### src/rtl/osc_rst_pkg.sv
// Shared state encoding and counter sizing for the oscillator reset sequencer.
// Latency: n/a (declarations only); backpressure: none.
package osc_rst_pkg;

  typedef enum logic [2:0] {
    ST_PLL_RST   = 3'd0,
    ST_WAIT_LOCK = 3'd1,
    ST_STABLE    = 3'd2,
    ST_RUN       = 3'd3,
    ST_FAIL      = 3'd4
  } state_t;

  // Width that holds (largest cycle count - 1); never narrower than one bit.
  function automatic int cnt_w(input int a, input int b, input int c);
    int m;
    m = a;
    if (b > m) m = b;
    if (c > m) m = c;
    return (m < 2) ? 1 : $clog2(m);
  endfunction

endpackage

### src/rtl/osc_rst_debounce.sv
// 2-FF synchroniser plus debounce counter for a bouncy async input; dout resets to 0.
// Latency: 2 sync cycles + DEBOUNCE_CYCLES stable cycles; backpressure: none.
module osc_rst_debounce
  import osc_rst_pkg::*;
#(
  parameter int DEBOUNCE_CYCLES = 1600
) (
  input  logic clk,
  input  logic rst_n,
  input  logic din,
  output logic dout
);

  localparam int DW = cnt_w(DEBOUNCE_CYCLES, 1, 1);
  localparam logic [DW-1:0] DB_LAST = DW'(DEBOUNCE_CYCLES - 1);

  logic          sync_meta;
  logic          sync_q;
  logic [DW-1:0] cnt;

  always_ff @(posedge clk) begin
    if (!rst_n) begin
      sync_meta <= 1'b0;
      sync_q    <= 1'b0;
      cnt       <= '0;
      dout      <= 1'b0;
    end else begin
      sync_meta <= din;
      sync_q    <= sync_meta;
      // A single agreeing cycle restarts the qualification window.
      if (sync_q == dout) begin
        cnt <= '0;
      end else if (cnt == DB_LAST) begin
        dout <= sync_q;
        cnt  <= '0;
      end else begin
        cnt <= cnt + 1'b1;
      end
    end
  end

endmodule

### src/rtl/osc_rst_sequencer.sv
// PLL reset / lock-qualify / fabric-release sequencer with retry, lock-loss and push-button handling.
// Latency: fabric release 3+LOCK_STABLE_CYCLES edges after lock goes high; backpressure: none.
module osc_rst_sequencer
  import osc_rst_pkg::*;
#(
  parameter int PLL_RST_CYCLES      = 16,
  parameter int LOCK_STABLE_CYCLES  = 1024,
  parameter int LOCK_TIMEOUT_CYCLES = 65536,
  parameter int DEBOUNCE_CYCLES     = 1600,
  parameter int MAX_RETRIES         = 3
) (
  input  logic       CLK,
  input  logic       RESETN,
  input  logic       EXT_RST_N,
  input  logic       PLL_LOCK,
  output logic       PLL_ARST_N,
  output logic       FABRIC_RESET_N,
  output logic       LOCK_FAIL,
  output logic [2:0] STATE
);

  localparam int CW = cnt_w(PLL_RST_CYCLES, LOCK_STABLE_CYCLES, LOCK_TIMEOUT_CYCLES);
  localparam int RW = cnt_w(MAX_RETRIES + 1, 1, 1);
  localparam logic [CW-1:0] RST_LAST     = CW'(PLL_RST_CYCLES - 1);
  localparam logic [CW-1:0] STABLE_LAST  = CW'(LOCK_STABLE_CYCLES - 1);
  localparam logic [CW-1:0] TIMEOUT_LAST = CW'(LOCK_TIMEOUT_CYCLES - 1);
  localparam logic [RW-1:0] RETRY_LAST   = RW'(MAX_RETRIES - 1);

  state_t        state;
  logic [CW-1:0] cnt;
  logic [RW-1:0] retry;
  logic          lock_meta;
  logic          lock_s;
  logic          btn_db;

  osc_rst_debounce #(
    .DEBOUNCE_CYCLES(DEBOUNCE_CYCLES)
  ) u_btn_db (
    .clk  (CLK),
    .rst_n(RESETN),
    .din  (EXT_RST_N),
    .dout (btn_db)
  );

  always_ff @(posedge CLK) begin
    if (!RESETN) begin
      lock_meta <= 1'b0;
      lock_s    <= 1'b0;
    end else begin
      lock_meta <= PLL_LOCK;
      lock_s    <= lock_meta;
    end
  end

  assign STATE = state;

  always_ff @(posedge CLK) begin
    if (!RESETN) begin
      state          <= ST_PLL_RST;
      cnt            <= '0;
      retry          <= '0;
      PLL_ARST_N     <= 1'b0;
      FABRIC_RESET_N <= 1'b0;
      LOCK_FAIL      <= 1'b0;
    end else if (!btn_db) begin
      // FAIL is never entered with the button down, so level here covers the falling edge.
      state          <= ST_PLL_RST;
      cnt            <= '0;
      retry          <= '0;
      PLL_ARST_N     <= 1'b0;
      FABRIC_RESET_N <= 1'b0;
      LOCK_FAIL      <= 1'b0;
    end else begin
      unique case (state)
        ST_PLL_RST: begin
          if (cnt == RST_LAST) begin
            state      <= ST_WAIT_LOCK;
            cnt        <= '0;
            PLL_ARST_N <= 1'b1;
          end else begin
            cnt <= cnt + 1'b1;
          end
        end
        ST_WAIT_LOCK: begin
          if (lock_s) begin
            state <= ST_STABLE;
            cnt   <= '0;
          end else if (cnt == TIMEOUT_LAST) begin
            cnt        <= '0;
            retry      <= retry + 1'b1;
            PLL_ARST_N <= 1'b0;
            if (retry == RETRY_LAST) begin
              state     <= ST_FAIL;
              LOCK_FAIL <= 1'b1;
            end else begin
              state <= ST_PLL_RST;
            end
          end else begin
            cnt <= cnt + 1'b1;
          end
        end
        ST_STABLE: begin
          if (!lock_s) begin
            state <= ST_WAIT_LOCK;
            cnt   <= '0;
          end else if (cnt == STABLE_LAST) begin
            state          <= ST_RUN;
            cnt            <= '0;
            retry          <= '0;
            FABRIC_RESET_N <= 1'b1;
          end else begin
            cnt <= cnt + 1'b1;
          end
        end
        ST_RUN: begin
          if (!lock_s) begin
            state          <= ST_PLL_RST;
            cnt            <= '0;
            PLL_ARST_N     <= 1'b0;
            FABRIC_RESET_N <= 1'b0;
          end
        end
        ST_FAIL: begin
          PLL_ARST_N     <= 1'b0;
          FABRIC_RESET_N <= 1'b0;
          LOCK_FAIL      <= 1'b1;
        end
        default: begin
          state          <= ST_PLL_RST;
          cnt            <= '0;
          PLL_ARST_N     <= 1'b0;
          FABRIC_RESET_N <= 1'b0;
        end
      endcase
    end
  end

endmodule

### config.mk
export PLATFORM = sky130hd
export DESIGN_NAME = osc_rst_sequencer
export DESIGN_NICKNAME = d
export VERILOG_FILES = /design/src/rtl/osc_rst_pkg.sv /design/src/rtl/osc_rst_debounce.sv /design/src/rtl/osc_rst_sequencer.sv
export SDC_FILE = /design/constraint.sdc
export NUM_CORES = 1
export LEC_CHECK = 0
export ABC_AREA = 1
export CORE_ASPECT_RATIO = 1.2
export CORE_MARGIN = 2
export CORE_UTILIZATION = 30
export CTS_BUF_LIST = sky130_fd_sc_hd__clkbuf_4 sky130_fd_sc_hd__clkbuf_8 sky130_fd_sc_hd__clkbuf_16
export DETAILED_ROUTE_END_ITERATION = 8
export PLACE_DENSITY_LB_ADDON = 0.08
export SLEW_MARGIN = 20
export SYNTH_ARGS = -nofsm -noshare
export SYNTH_HDL_FRONTEND = slang
export SYNTH_SLANG_ARGS = --single-unit
### constraint.sdc
create_clock -name CLK -period 2.3 [get_ports CLK]
set_clock_uncertainty 0.1 [all_clocks]
set_input_delay 0.575 -clock CLK [delete_from_list [all_inputs] [get_ports CLK]]
set_output_delay 0.575 -clock CLK [all_outputs]
set_load 0.1 [all_outputs]
After elaboration in Yosys (flattened, before gate mapping). Index checks and enable logic that the tools add are counted. W data, S select, Z words.

Equal/unequal tests: 19. Mux-type cells: 32. Shift operators: 0. Div/mod/pow operators: 0. Bitwise operators: 5. Reduce and logical (&&, ||, !) cells: 13. $lt $le $gt $ge: 0. $add $sub $neg: 3. Multiply operators: 0.

Operators with widths (number): $mux W16 (6); $pmux W16 S5 (1); $mux W3 (7); $add A16 B1 Y16 const B (1); $eq A16 B10 Y1 const B (1); $eq A16 B16 Y1 const B (1); $eq A16 B4 Y1 const B (1); $pmux W3 S5 (1); $reduce_and A5 Y1 (3); $ne A2 B2 Y1 const B (7); $add A11 B1 Y11 const B (1); $eq A11 B11 Y1 const B (1); $mux W1 (9); $mux W2 (4); $reduce_and A4 Y1 (2); $eq A3 B2 Y1 const B (2); $ne A3 B3 Y1 const B (2); $reduce_and A2 Y1 (3); $not A1 Y1 (5); $pmux W1 S4 (1); $pmux W2 S2 (1); $reduce_bool A2 Y1 (2); $eq A3 B1 Y1 const B (1); $eq A3 B3 Y1 const B (1); 8 further kinds (8).

Bits in latches: 0. Flip-flop bits (word level): 40. Logic and storage cells: 84. Bits in read-only memories: 0. Bits in writable memories: 0. Memories kept: 0.

Longest topological paths before layout.
Depth in word-level cells: 5. Mapped depth: 13. Gate-level depth less buffers: 12.

Cells and area by module. From an unflattened synthesis, not the netlist that was laid out.

Cells, all modules: 337. Area total of the unflattened synthesis: 2197.1 µm².

By module, submodules not included: osc_rst_sequencer (cells an instance 254, area each 1579.0 µm², seq. area each 520.5 µm², times used 1); osc_rst_debounce (cells an instance 83, area each 618.1 µm², seq. area each 280.3 µm², times used 1).

Worst setup path before layout. No wires, ideal clock.

Path type: register to register. From: reg state[0], in the netlist STATE[0]. To: reg cnt[10]. Cell stages (with the launch flop): 11. Library setup time: 0.119 ns. Arrival: 2.084 ns. Setup slack: -0.002 ns. Required time: 2.081 ns. Path through: dfxtp_1 > inv_1 > nand2_1 > nor2_1 > nand2_1 > nand2_2 > nor2_4 > nand2_2 > nand3_4 > buf_8 > nor2_2.

Longest elaborated chain between the ends: 3. Elaborated cells between the ends (all ways): 9.

Ends and longest elaborated chain: start, declared (RTL line osc_rst_sequencer.sv:29) `state_t state;`; start signal, assigned (RTL line osc_rst_sequencer.sv:59) `state <= ST_PLL_RST;`; start signal, assigned (RTL line osc_rst_sequencer.sv:67) `state <= ST_PLL_RST;`; start signal, assigned (RTL line osc_rst_sequencer.sv:77) `state <= ST_WAIT_LOCK;`; $eq A3 B2 Y1 or $eq A3 B3 Y1 (tied branches) (RTL line osc_rst_sequencer.sv:74) `unique case (state)`; $ne A2 B2 Y1 (no line) or $not A1 Y1 (tied branches); $reduce_and A2 Y1 (no line); end signal, assigned (RTL line osc_rst_sequencer.sv:81) `cnt <= cnt + 1'b1;`; end signal, assigned (RTL line osc_rst_sequencer.sv:99) `cnt <= cnt + 1'b1;`; end signal, assigned (RTL line osc_rst_sequencer.sv:112) `cnt <= cnt + 1'b1;`; end, declared (RTL line osc_rst_sequencer.sv:30) `logic [CW-1:0] cnt;`.

Several ways; a longest one is shown, not always the timed one. A chain may end at the register's enable or synchronous reset.

Worst setup path after layout.
From: reg cnt[0]. To: reg cnt[2].

Longest elaborated chain between the ends: 4. Elaborated cells between the ends (all ways): 10.

Ends and longest elaborated chain (RTL line): $add A16 B1 Y16 (tied with other cells) (osc_rst_sequencer.sv:81, osc_rst_sequencer.sv:99, osc_rst_sequencer.sv:112); $mux W16, on equally long branches (osc_rst_sequencer.sv:106, osc_rst_sequencer.sv:88); $mux W16, on equally long branches (osc_rst_sequencer.sv:103, osc_rst_sequencer.sv:85); $pmux W16 S5 (*) (osc_rst_sequencer.sv:74).

Mark *: on every way between the ends. The rest lies on a longest branch, timed or not.

==> results.toml <==
[die]
die_x_um = 78.78
die-area_mm2 = 0.007384
fp-row-count = 32
ios = 10
start_util_pct = 31.23
die_h_um = 93.74
core_area_mm2 = 0.006446

[grt]
grt_pass1_wl_mm = 7.162
grt_max_degree = 14
overflow = 0
antenna_found_initial = 0
first_global_vias = 1658
grt_usage_pct = 12.12

[sta]
fin_hold_ws_ps = 319.7
fin_tns_setup_ps = 0
slew_viol_final = 0
hold_viol = 0
clock.fmax_mhz = 544.4
grt_setup_unrepaired = "no"
finalSetupViolCount = 0
setup_slack_ps = 463.1
relSlewSlack_pct = 74.98
fin_crit_sh_pct = 79.86
worst_pin_slew_ps = 374.8
min_period_ps = 1837

[logic_synthesis]
async_flop_share_pct = 0
synth_top_area_share_pct = 39.78
synth_edf_count = 0
synth_area_leaders = "dfxtp_1, nand2_1, nor2_1"
yosys_warnings = 0
yosys.area.top_type = "dfxtp_1"
synth-seq-cells = 40
synth.distinct_cells = 31
synth_area_per_cell_um2 = 7.114
synth_nets = 290
dominantRegCellSynth = "dfxtp_1"
yosysMostFrequentCell = "nand2_1"
synth_area_mm2 = 0.002013
seq_area_frac_synth_pct = 39.78
netlist_top_cells_count = "nand2_1, nor2_1, dfxtp_1"
syn_inst = 283

[worst_setup_path]
r2r_slack_ps = 460
max_stage_delay_ps = 380
worstSetupStartpointType = "register"
required_ps = 2380
worstPathCellList = "ha_1 -> inv_1 -> nor2_1 -> nand2_1 -> clkinv_1 -> nand2_1 -> nand2_2 -> nand2_2 -> nor2_4 -> nand2_2 -> nand3_4 -> nor2_1"
r2r_cells = 12
crit_top_cell = "nand2_2"
crit_type = "register to register"
crit_path_end_kind = "register"
r2r-start = "cnt[0]"
r2r_end = "cnt[2]"
crit_start = "cnt[0]"
slowest_stage = "dfxtp_1"
cp_max_fo = 13
arrival_ps = 1920

[placement]
gp_congestion = 0.8108
dp.cells = 377
preCtsSetupSlack_ps = 210.5
numPortBuffers = 9
hpwl_mm = 3.003

[routing]
ant_nets = 0
drt-total-wl_mm = 3.896
wl_per_cell_um = 10.12
firstDrtPassIters = 4
drtIter0Drc = 61
detail_route.drc_violations = 0
via_per_inst = 4.304
num_vias = 1657

[min_path]
hold-path-endpoint = "u_btn_db.sync_q"
min_from = "u_btn_db.sync_meta"
hp-class = "register to register"
min_path_cells = 2

[power_and_ir_drop]
swShare_pct = 19.29
power.leakage_nw = 0.8986
switching_power_mw = 0.2595
power_frac_comb_pct = 1.0
irDropWorstVdd_uv = 285.5
pwr-share-clk_pct = 47.2
finalPower_mw = 1.345
p_seq_share_pct = 51.9
power_per_cell_area_mw_per_mm2 = 577.4
p_int_mw = 1.086

[clock_tree]
cts_root_buffer = "clkbuf_8"
cts_setup_buffers = 0
ctsHtreeMaxLevel = 2
ctsHoldBuffers = 0
clk_path_buf_depth = 2
clkSinkCount = 40
cts_made_buffers = 5
clock_latency_ps = 290
cts-resized-gates = 0
clkTransAtPathRegs_ps = 80
cts_tree = "built"

[outcome]
status = "finished, final reports clean"

[finish]
fin_cells = 385
multi_input_area_mm2 = 0.001057
num_antenna_cells = 0
fillers = 703
synthToLayoutAreaGrowth_pct = 15.72
drive_above_1_share_pct = 15.67
layout.nets = 306
register_area_um2 = 802.0

[run]
maxCapViolCount = 0
power by group through the flow:
stage               Sequential (mW)  Clock, mW  Combinational, mW
floorplan                     0.714          0            0.00545
global placement              0.714          0             0.0134
detailed placement            0.714          0             0.0133
CTS                           0.698      0.656             0.0134
global route                  0.698      0.684             0.0156
finish                        0.698      0.635             0.0130
kinds of logic (layout without fill, tap and decap cells):
group / count (synthesis) / count (layout) / share of synthesized area, %
mux: 1 / 1 / 0.4972
compound gates: 19 / 19 / 5.035
flops: 40 / 40 / 39.78
fa+ha+maj: 3 / 3 / 1.865
buf+inv: 38 / 55 / 7.706
simple gates: 169 / 169 / 39.46
xor+xnor: 13 / 13 / 5.656
sequential cells by signal, indices dropped and copies added, names as in the netlist:
name,flops
STATE,3
u_btn_db.cnt,11
FABRIC_RESET_N,1
retry,2
lock_s,1
u_btn_db.dout,1
u_btn_db.sync_meta,1
PLL_ARST_N,1
cnt,16
u_btn_db.sync_q,1
LOCK_FAIL,1
lock_meta,1
per-stage QoR:
stage               utilization [%]  cell area [um^2]
finish                        36.14              2330
detailed placement            34.18              2203
floorplan                         -              2014
CTS                           36.14              2330
global route                  36.14              2330
global placement              34.18              2203
layout by cell type, fill, tap and decap left out, drive strengths merged, types with 6 or more instances in the layout:
cell	count
nor2	70
nand2	63
dfxtp	40
inv	34
nand3	22
a21oi	10
xnor2	8
buf	8
clkbuf	7
o21ai	6
critical path, delay by kind of cell (launching register included):
family | cells | cell delay, ps
simple gates | 9 | 920
buf+inv | 2 | 140
fa+ha+maj | 1 | 180
flops | 1 | 380
worst max path at each step:
stage	endpoint	slack (ps)	cells past startpoint
6_report	cnt[2]	460	12
5_1_grt	STATE[0]	250	11
4_1_cts	cnt[2]	440	12
3_5_place_dp	cnt[2]	210	5
3_3_place_gp	cnt[2]	240	5
2_1_floorplan	cnt[10]	60	7
layer usage:
metal / track usage (%) / share of wire, % / vias up
met5: 0 / 0 / -
li1: - / - / 921
met4: 3.363 / 0.98 / 0
met1: 14.68 / 48 / 715
met2: 21.08 / 48 / 17
met3: 3.173 / 3.1 / 4
cell type report:
type,instances,share of cell area (%)
flip-flops and latches,40,34.43
clock buffers,7,4.135
multi-input cells,205,45.38
well taps,85,4.565
clock inverters,1,1.289
repair buffers,11,4.404
inverters,36,5.800
No activity file was read; power rests on OpenSTA's default activity.
